### src/rtl/regfile_multiport_if.sv
// Register-file access bundle: decode-side read addresses, writeback write port,
// and the file's status flags. Widths follow the attached register file.
interface regfile_multiport_if #(
    parameter int unsigned XLEN = 32,
    parameter int unsigned AW   = 5,
    parameter int unsigned NRD  = 2
);
    logic                  rfwrite;
    logic [AW-1:0]         waddr;
    logic [XLEN-1:0]       wdata;
    logic [XLEN/8-1:0]     wstrb;
    logic [NRD*AW-1:0]     raddr;
    logic [NRD*XLEN-1:0]   rdata;
    logic                  rf_ready;
    logic                  wr_drop;

    modport master (
        output rfwrite, waddr, wdata, wstrb, raddr,
        input  rdata, rf_ready, wr_drop
    );

    modport slave (
        input  rfwrite, waddr, wdata, wstrb, raddr,
        output rdata, rf_ready, wr_drop
    );
endinterface

### src/rtl/regfile_multiport.sv
// Multi-read-port register file with byte-strobed writes and a reset-time clear sequencer.
// Optional macro REGFILE_BYPASS_EN forwards an in-flight write to same-address reads.
module regfile_multiport #(
    parameter int unsigned XLEN     = 32,
    parameter int unsigned DEPTH    = 32,
    parameter int unsigned AW       = 5,
    parameter int unsigned NRD      = 2,
    parameter int unsigned ZERO_REG = 1
) (
    input  logic                 clk,
    input  logic                 rst,
    regfile_multiport_if.slave   bus
);

    localparam int unsigned   NB       = XLEN / 8;
    localparam logic [0:0]    ST_CLEAR = 1'b0;
    localparam logic [0:0]    ST_IDLE  = 1'b1;
    localparam logic [AW:0]   DEPTH_W  = (AW+1)'(DEPTH);
    localparam logic [AW-1:0] LAST_IDX = AW'(DEPTH - 1);

    logic [XLEN-1:0]     r_mem [DEPTH];
    logic [0:0]          r_state;
    logic [0:0]          w_state_nxt;
    logic [AW-1:0]       r_clr_ptr;
    logic [AW-1:0]       w_clr_ptr_nxt;
    logic                r_rf_ready;
    logic                w_rf_ready_nxt;
    logic                r_wr_drop;
    logic                w_wr_drop_nxt;
    logic                w_clr_we;
    logic                w_addr_ok;
    logic                w_zero_hit;
    logic                w_wr_accept;
    logic [XLEN-1:0]     w_rd [NRD];
    logic [NRD*XLEN-1:0] w_rdata_pk;

    // Write-side qualification shared by the memory update, drop flag and bypass.
    assign w_addr_ok   = {1'b0, bus.waddr} < DEPTH_W;
    assign w_zero_hit  = (ZERO_REG != 0) && (bus.waddr == '0);
    assign w_wr_accept = (r_state == ST_IDLE) && bus.rfwrite && w_addr_ok && !w_zero_hit;
    assign w_wr_drop_nxt = bus.rfwrite && (|bus.wstrb) &&
                           (!r_rf_ready || !w_addr_ok || w_zero_hit);

    // State register
    always_ff @(posedge clk) begin
        if (rst) begin
            r_state    <= ST_CLEAR;
            r_clr_ptr  <= '0;
            r_rf_ready <= 1'b0;
            r_wr_drop  <= 1'b0;
        end else begin
            r_state    <= w_state_nxt;
            r_clr_ptr  <= w_clr_ptr_nxt;
            r_rf_ready <= w_rf_ready_nxt;
            r_wr_drop  <= w_wr_drop_nxt;
        end
    end

    // Clear sequencer: one entry per cycle, then hand over to normal operation.
    always_comb begin
        w_state_nxt    = r_state;
        w_clr_ptr_nxt  = r_clr_ptr;
        w_rf_ready_nxt = r_rf_ready;
        w_clr_we       = 1'b0;
        case (r_state)
            ST_CLEAR: begin
                w_clr_we = 1'b1;
                if (r_clr_ptr == LAST_IDX) begin
                    w_state_nxt    = ST_IDLE;
                    w_rf_ready_nxt = 1'b1;
                    w_clr_ptr_nxt  = '0;
                end else begin
                    w_clr_ptr_nxt = r_clr_ptr + AW'(1);
                end
            end
            default: ;
        endcase
    end

    // Storage: clear writes take the port while the sequencer runs.
    always_ff @(posedge clk) begin
        if (!rst) begin
            if (w_clr_we) begin
                r_mem[r_clr_ptr] <= '0;
            end else if (w_wr_accept) begin
                for (int b = 0; b < NB; b++) begin
                    if (bus.wstrb[b]) begin
                        r_mem[bus.waddr][b*8 +: 8] <= bus.wdata[b*8 +: 8];
                    end
                end
            end
        end
    end

`ifdef REGFILE_BYPASS_EN
    logic [XLEN-1:0] w_byp_data;

    // Post-write image of the target entry, merged byte by byte.
    always_comb begin
        w_byp_data = r_mem[bus.waddr];
        for (int b = 0; b < NB; b++) begin
            if (bus.wstrb[b]) begin
                w_byp_data[b*8 +: 8] = bus.wdata[b*8 +: 8];
            end
        end
    end
`endif

    for (genvar k = 0; k < NRD; k++) begin : g_rd
        logic [AW-1:0]   w_ra;
        logic            w_ok;
        logic [XLEN-1:0] w_stored;

        assign w_ra     = bus.raddr[k*AW +: AW];
        assign w_ok     = r_rf_ready && ({1'b0, w_ra} < DEPTH_W) &&
                          !((ZERO_REG != 0) && (w_ra == '0));
        assign w_stored = r_mem[w_ra];

`ifdef REGFILE_BYPASS_EN
        assign w_rd[k] = !w_ok ? '0 :
                         (w_wr_accept && (w_ra == bus.waddr)) ? w_byp_data : w_stored;
`else
        assign w_rd[k] = w_ok ? w_stored : '0;
`endif
    end

    always_comb begin
        w_rdata_pk = '0;
        for (int k = 0; k < NRD; k++) begin
            w_rdata_pk[k*XLEN +: XLEN] = w_rd[k];
        end
    end

    assign bus.rdata    = w_rdata_pk;
    assign bus.rf_ready = r_rf_ready;
    assign bus.wr_drop  = r_wr_drop;

endmodule

### src/flat_wrapper.sv
// flat-port wrapper written by rule: the top's interface ports become plain ports
module regfile_multiport_flat 
#(
    parameter int unsigned XLEN     = 32,
    parameter int unsigned DEPTH    = 32,
    parameter int unsigned AW       = 5,
    parameter int unsigned NRD      = 2,
    parameter int unsigned ZERO_REG = 1
)
  (clk, rst, bus_rfwrite, bus_waddr, bus_wdata, bus_wstrb, bus_raddr, bus_rdata, bus_rf_ready, bus_wr_drop);
  regfile_multiport_if #(.XLEN(XLEN), .AW(AW), .NRD(NRD)) bus_i ();
  input  logic clk;
  input  logic rst;
  input wire logic [$bits(bus_i.rfwrite)-1:0] bus_rfwrite;
  input wire logic [$bits(bus_i.waddr)-1:0] bus_waddr;
  input wire logic [$bits(bus_i.wdata)-1:0] bus_wdata;
  input wire logic [$bits(bus_i.wstrb)-1:0] bus_wstrb;
  input wire logic [$bits(bus_i.raddr)-1:0] bus_raddr;
  output wire logic [$bits(bus_i.rdata)-1:0] bus_rdata;
  output wire logic [$bits(bus_i.rf_ready)-1:0] bus_rf_ready;
  output wire logic [$bits(bus_i.wr_drop)-1:0] bus_wr_drop;
  assign bus_i.rfwrite = bus_rfwrite;
  assign bus_i.waddr = bus_waddr;
  assign bus_i.wdata = bus_wdata;
  assign bus_i.wstrb = bus_wstrb;
  assign bus_i.raddr = bus_raddr;
  assign bus_rdata = bus_i.rdata;
  assign bus_rf_ready = bus_i.rf_ready;
  assign bus_wr_drop = bus_i.wr_drop;
  regfile_multiport #(.XLEN(XLEN), .DEPTH(DEPTH), .AW(AW), .NRD(NRD), .ZERO_REG(ZERO_REG)) u_core (.clk(clk), .rst(rst), .bus(bus_i));
endmodule
### config.mk
export PLATFORM = sky130hd
export DESIGN_NAME = regfile_multiport_flat
export DESIGN_NICKNAME = d
export VERILOG_FILES = /design/src/rtl/regfile_multiport_if.sv /design/src/rtl/regfile_multiport.sv /design/src/flat_wrapper.sv
export SDC_FILE = /design/constraint.sdc
export NUM_CORES = 1
export LEC_CHECK = 0
export CAP_MARGIN = 15
export CORE_MARGIN = 5
export CORE_UTILIZATION = 30
export CTS_CLUSTER_DIAMETER = 100
export DETAILED_ROUTE_END_ITERATION = 8
export PLACE_DENSITY = 0.57
export SYNTH_ARGS = -nofsm -noshare
export SYNTH_HDL_FRONTEND = slang
export SYNTH_SLANG_ARGS = --single-unit
### constraint.sdc
create_clock -name clk -period 4 [get_ports clk]
set_clock_uncertainty 0.05 [all_clocks]
set_input_delay 0.6 -clock clk [delete_from_list [all_inputs] [get_ports clk]]
set_output_delay 0.6 -clock clk [all_outputs]
set_load 0.02 [all_outputs]
==> results <==
- The count of port buffers added during placement is 119.
- In this run the clock root is driven by a sky130_fd_sc_hd__clkbuf_16.
- After clock tree synthesis, the clock-pin slew on the worst setup and hold paths is 0.06 ns.
- The required time at the endpoint of the critical path is around 3.4 ns.
- The cell count after placement is about 5000.
- The number of pins exceeding their max-slew limit in the final report is 0.
- The floorplan step defined a die boundary enclosing between 0.15 and 0.2 mm^2.
- Based on the critical path, the design can be clocked at up to 0.257 GHz.
- The share of the clock period used by the worst path is between 90% and 100%.
- The design draws 23800 uW.
- The number of endpoints with negative hold slack in the final report came to 0.
- The flow ran to the end, and the final reports show no timing, DRC or antenna violations.
- Dividing total power by cell area gives a power density of 398 mW/mm^2.
- The number of nets in the synthesized netlist is 2626.
- The placed cell area is approximately 0.056 mm^2.
- The largest area contributor in the synthesized netlist is sky130_fd_sc_hd__edfxtp_1.
- The netlist uses ~60 different library cells.
- The via count of the first global-routing pass is 30111.
- Wires add up to between 150 and 200 mm.
- The worst-case vdd ir drop is approximately 320 uV.
- Setup total negative slack on the finished layout was measured at 0 ns.
- The leakage power of the design is between 0.02 and 0.025 uW.
- The cell type of the slowest stage on the worst timing path is sky130_fd_sc_hd__clkdlybuf4s50_1.
- After filler insertion, the fill cell instance count of the layout stands at 15000.
- The clock tree from TritonCTS is built.
- The insertion delay to the later sink of the worst-skew pair is about 0.70 ns.
- Using the TritonRoute via totals, the vias-per-cell ratio works out to around 5.6.
- The type of the worst setup path is in -> out.
- Counting stages on the worst path, the most repeated cell is sky130_fd_sc_hd__buf_4.
- The global router's overall resource usage is 17.7%.
- The minimum period implied by the final worst setup slack is just under 4 ns.
- The average wire per cell in the routed design is 29.3 um.
- Headroom to the max-slew limit came out at 28.0%.
- The signal arrival time at the worst endpoint is ~3.2 ns.
- Setup repair after global routing left no endpoint under its margin.
- The main flop type after synthesis is sky130_fd_sc_hd__edfxtp_1.
- In this run the deepest clock path goes through 3 buffers.
- The kind of end point of the critical path is an output port.
- The clock net sink count is 1032.
- Buffers inserted to repair hold after CTS numbered 0.
- The post-route antenna net violation count is 0.
- Setup violations remaining at the end of the flow were counted as 0.
- The routability congestion estimate is a little over 0.8.
- The number of buffer and inverter instances along the worst setup path is 5.
- CTS built an H-tree with a depth of 3.
- The count of standard-cell rows is roughly 150.
- In the routed design, unresolved DRC markers number 0.
- The initial antenna violation count came to 4.
- The category of cells accounting for the largest share of critical-path delay is buffers and inverters.
- STA classifies the critical path startpoint as an input pin.
- The largest driver fanout on the critical path is 26.
- The pin slew with the least headroom to its limit is between 1 and 1.5 ns.
- After synthesis, the share of flip-flops with an asynchronous set or reset is 0%.
- The maximum number of pins on one net before global-route repair is 52.
- Clock tree synthesis inserted a total of around 110 buffers.
- The average size of a mapped cell is around 19 um^2.
- The number of warning messages in the yosys log is 0.
- The number of flops mapped to enable cells by yosys is 1024.
- The maximum cell stage delay along the critical path is approximately 0.60 ns.
- The global-route wire length before repair is 220 mm.
- The count of cells in the finished layout, fillers not included, comes to roughly 5200.
- During I/O placement, the number of pins put on the boundary was 120.
- Across all layers, the routed design uses about 29000 vias.
- Cells with a size suffix above 1 make up between 30% and 40% of the layout.
- The floorplan step set the die height to 414 um.
- Yosys attributes the largest share of cell area to sky130_fd_sc_hd__edfxtp_1, sky130_fd_sc_hd__mux4_2, sky130_fd_sc_hd__mux2i_1, sky130_fd_sc_hd__nor4_1, sky130_fd_sc_hd__buf_2.
- The number of nets in the finished design is roughly 3000.
- The initial detailed-routing violation count is approximately 2900.
- The die is slightly above 400 um wide.
- The count of TritonRoute iterations in the first routing pass is 6.
- The path class of the tightest hold or removal check is reg -> reg.
- Across the run, the number of max-cap violations was 0.
- Traced cell by cell, the critical path runs through buf_2 -> or3b_4 -> buf_4 -> o22ai_1 -> a2111oi_0 -> buf_4 -> a211oi_1 -> buf_4 -> clkdlybuf4s50_1.
- The area fraction of the dominant cell type after synthesis is a little over three fifths.
- For this run the aggregate overflow at the end of global routing stands at 0.
- The initial cell density of the core is 30.1%.
- Buffers added to address setup during post-CTS repair amount to 0.
- The number of cells produced by synthesis is between 2000 and 3000.
- For this run, the register share of the synthesized area comes to a little over three fifths.
- The cell area after layout is about 0.060 mm^2.
- The floorplan step defined a core boundary enclosing between 0.15 and 0.2 mm^2.
- The area added between synthesis and finish is 22.2%.
- The post-synthesis instance area is approximately 0.049 mm^2.
- Detailed placement ended at an HPWL of just over 100 mm.
- The synthesized design contains roughly 1000 register bits.
[cell usage in the layout (no fill, tap or decap), types with 18 or more instances in the layout]
master / synthesis / routed
sky130_fd_sc_hd__clkdlybuf4s50_1: 0 / 89
sky130_fd_sc_hd__a211oi_1: 32 / 31
sky130_fd_sc_hd__buf_12: 0 / 53
sky130_fd_sc_hd__a22o_1: 27 / 27
sky130_fd_sc_hd__nor3_1: 35 / 34
sky130_fd_sc_hd__mux4_2: 436 / 436
sky130_fd_sc_hd__o22ai_1: 37 / 37
sky130_fd_sc_hd__clkinv_2: 0 / 18
sky130_fd_sc_hd__and2_1: 33 / 32
sky130_fd_sc_hd__a22oi_1: 26 / 26
sky130_fd_sc_hd__buf_4: 17 / 380
sky130_fd_sc_hd__clkinv_1: 0 / 25
sky130_fd_sc_hd__mux2_2: 36 / 36
sky130_fd_sc_hd__o22a_1: 37 / 37
sky130_fd_sc_hd__nor2b_1: 20 / 18
sky130_fd_sc_hd__edfxtp_1: 1024 / 1024
sky130_fd_sc_hd__o221ai_1: 52 / 52
sky130_fd_sc_hd__clkbuf_1: 107 / 24
sky130_fd_sc_hd__nor4_2: 2 / 95
sky130_fd_sc_hd__mux2i_1: 251 / 247
sky130_fd_sc_hd__clkbuf_16: 0 / 111
sky130_fd_sc_hd__a21oi_1: 30 / 26
[cells in the mapped netlist, drive strengths merged, types with 3 or more instances]
cell,number
a211oi,33
o221ai,52
nand3,4
nor3,39
buf,137
mux4,436
or3,8
o22ai,37
clkbuf,107
o21a,4
a2111oi,27
nand4,6
nand2,7
o22a,37
nor2,13
o21ai,14
a22o,27
a21oi,30
edfxtp,1024
a22oi,26
a311oi,7
or2,10
and2,33
nand3b,4
nor4,97
dfxtp,8
o311a,3
mux2i,252
nor2b,20
mux2,36
[state kept, by name, summed over array words and instances (netlist names)]
| name | flops |
|---|---|
| u_core.bus.rf_ready | 1 |
| u_core.bus.wr_drop | 1 |
| u_core.r_clr_ptr | 5 |
| u_core.r_mem | 1024 |
| u_core.r_state | 1 |
[worst paths after layout]
| kind | from | to | slack [ns] | depth (start not counted) |
|---|---|---|---|---|
| worst max-delay path | bus_raddr[3] | bus_rdata[1] | 0.11 | 9 |
| worst min-delay path | u_core.r_clr_ptr[2]$_SDFFE_PP0N_ | u_core.r_clr_ptr[2]$_SDFFE_PP0N_ | 0.53 | 2 |
| worst max register to register | u_core.r_state$_SDFF_PP0_ | u_core.r_mem[2][14]$_DFFE_PP_ | 1.07 | 7 |
| worst min register to register | u_core.r_clr_ptr[2]$_SDFFE_PP0N_ | u_core.r_clr_ptr[2]$_SDFFE_PP0N_ | 0.53 | 2 |
[final cells by class]
| class | count | area [um^2] | area share [%] |
|---|---|---|---|
| diodes | 2 | 5.00 | 0.00838 |
| clock buffers | 138 | 2910 | 4.87 |
| clock inverters | 66 | 692 | 1.16 |
| inverters | 2 | 7.51 | 0.0126 |
| multi-input cells | 1292 | 17600 | 29.5 |
| flip-flops and latches | 1032 | 30900 | 51.7 |
| well taps | 2175 | 2720 | 4.56 |
| repair buffers | 529 | 4890 | 8.19 |
[power by group]
group	switching, uW	total, uW	internal, uW
logic	934	1680	748
clock network	4270	10300	6030
registers	31.7	11800	11800
total	5240	23800	18600
[metrics by stage]
step	worst slack, ns	utilization, %	hold WS [ns]
2_1_floorplan	0.821	-	0.468
3_3_place_gp	-0.240	34.5	0.516
3_5_place_dp	-0.153	34.5	0.517
4_1_cts	0.000313	36.8	0.485
5_1_grt	0.00412	36.8	0.551
6_report	0.109	36.8	0.531
[worst min-delay path, stage by stage, from the launching register on]
cell                      delay [ns]
sky130_fd_sc_hd__dfxtp_1        0.37
sky130_fd_sc_hd__o21ai_0        0.10
sky130_fd_sc_hd__a21oi_1        0.06
[metal layers]
layer | wire, um | GRT usage [%] | share of wire, %
met3 | 10800 | 2.86 | 7.0
met1 | 64200 | 24.3 | 42
met5 | 23 | 0 | 0.015
met2 | 74900 | 29.3 | 49
met4 | 3650 | 4.77 | 2.4
[cells by family (layout without fill, tap and decap cells)]
kind of cell,Yosys count,count (layout),synth area share [%]
and+or+nand+nor,252,252,3.15
adders and majority gates,2,2,0.0512
AOI/OAI and AO/OA,314,314,5.03
buffers and inverters,246,735,2.44
DFF,1032,1032,63.2
other,0,2,0
muxes,724,724,26.1
[what timing repair did]
item	4_1_cts	5_1_grt
gates cloned	0	0
gates resized for setup	11	12
endpoints found under the setup margin	6	14
Power figures use the tool's default switching activity.
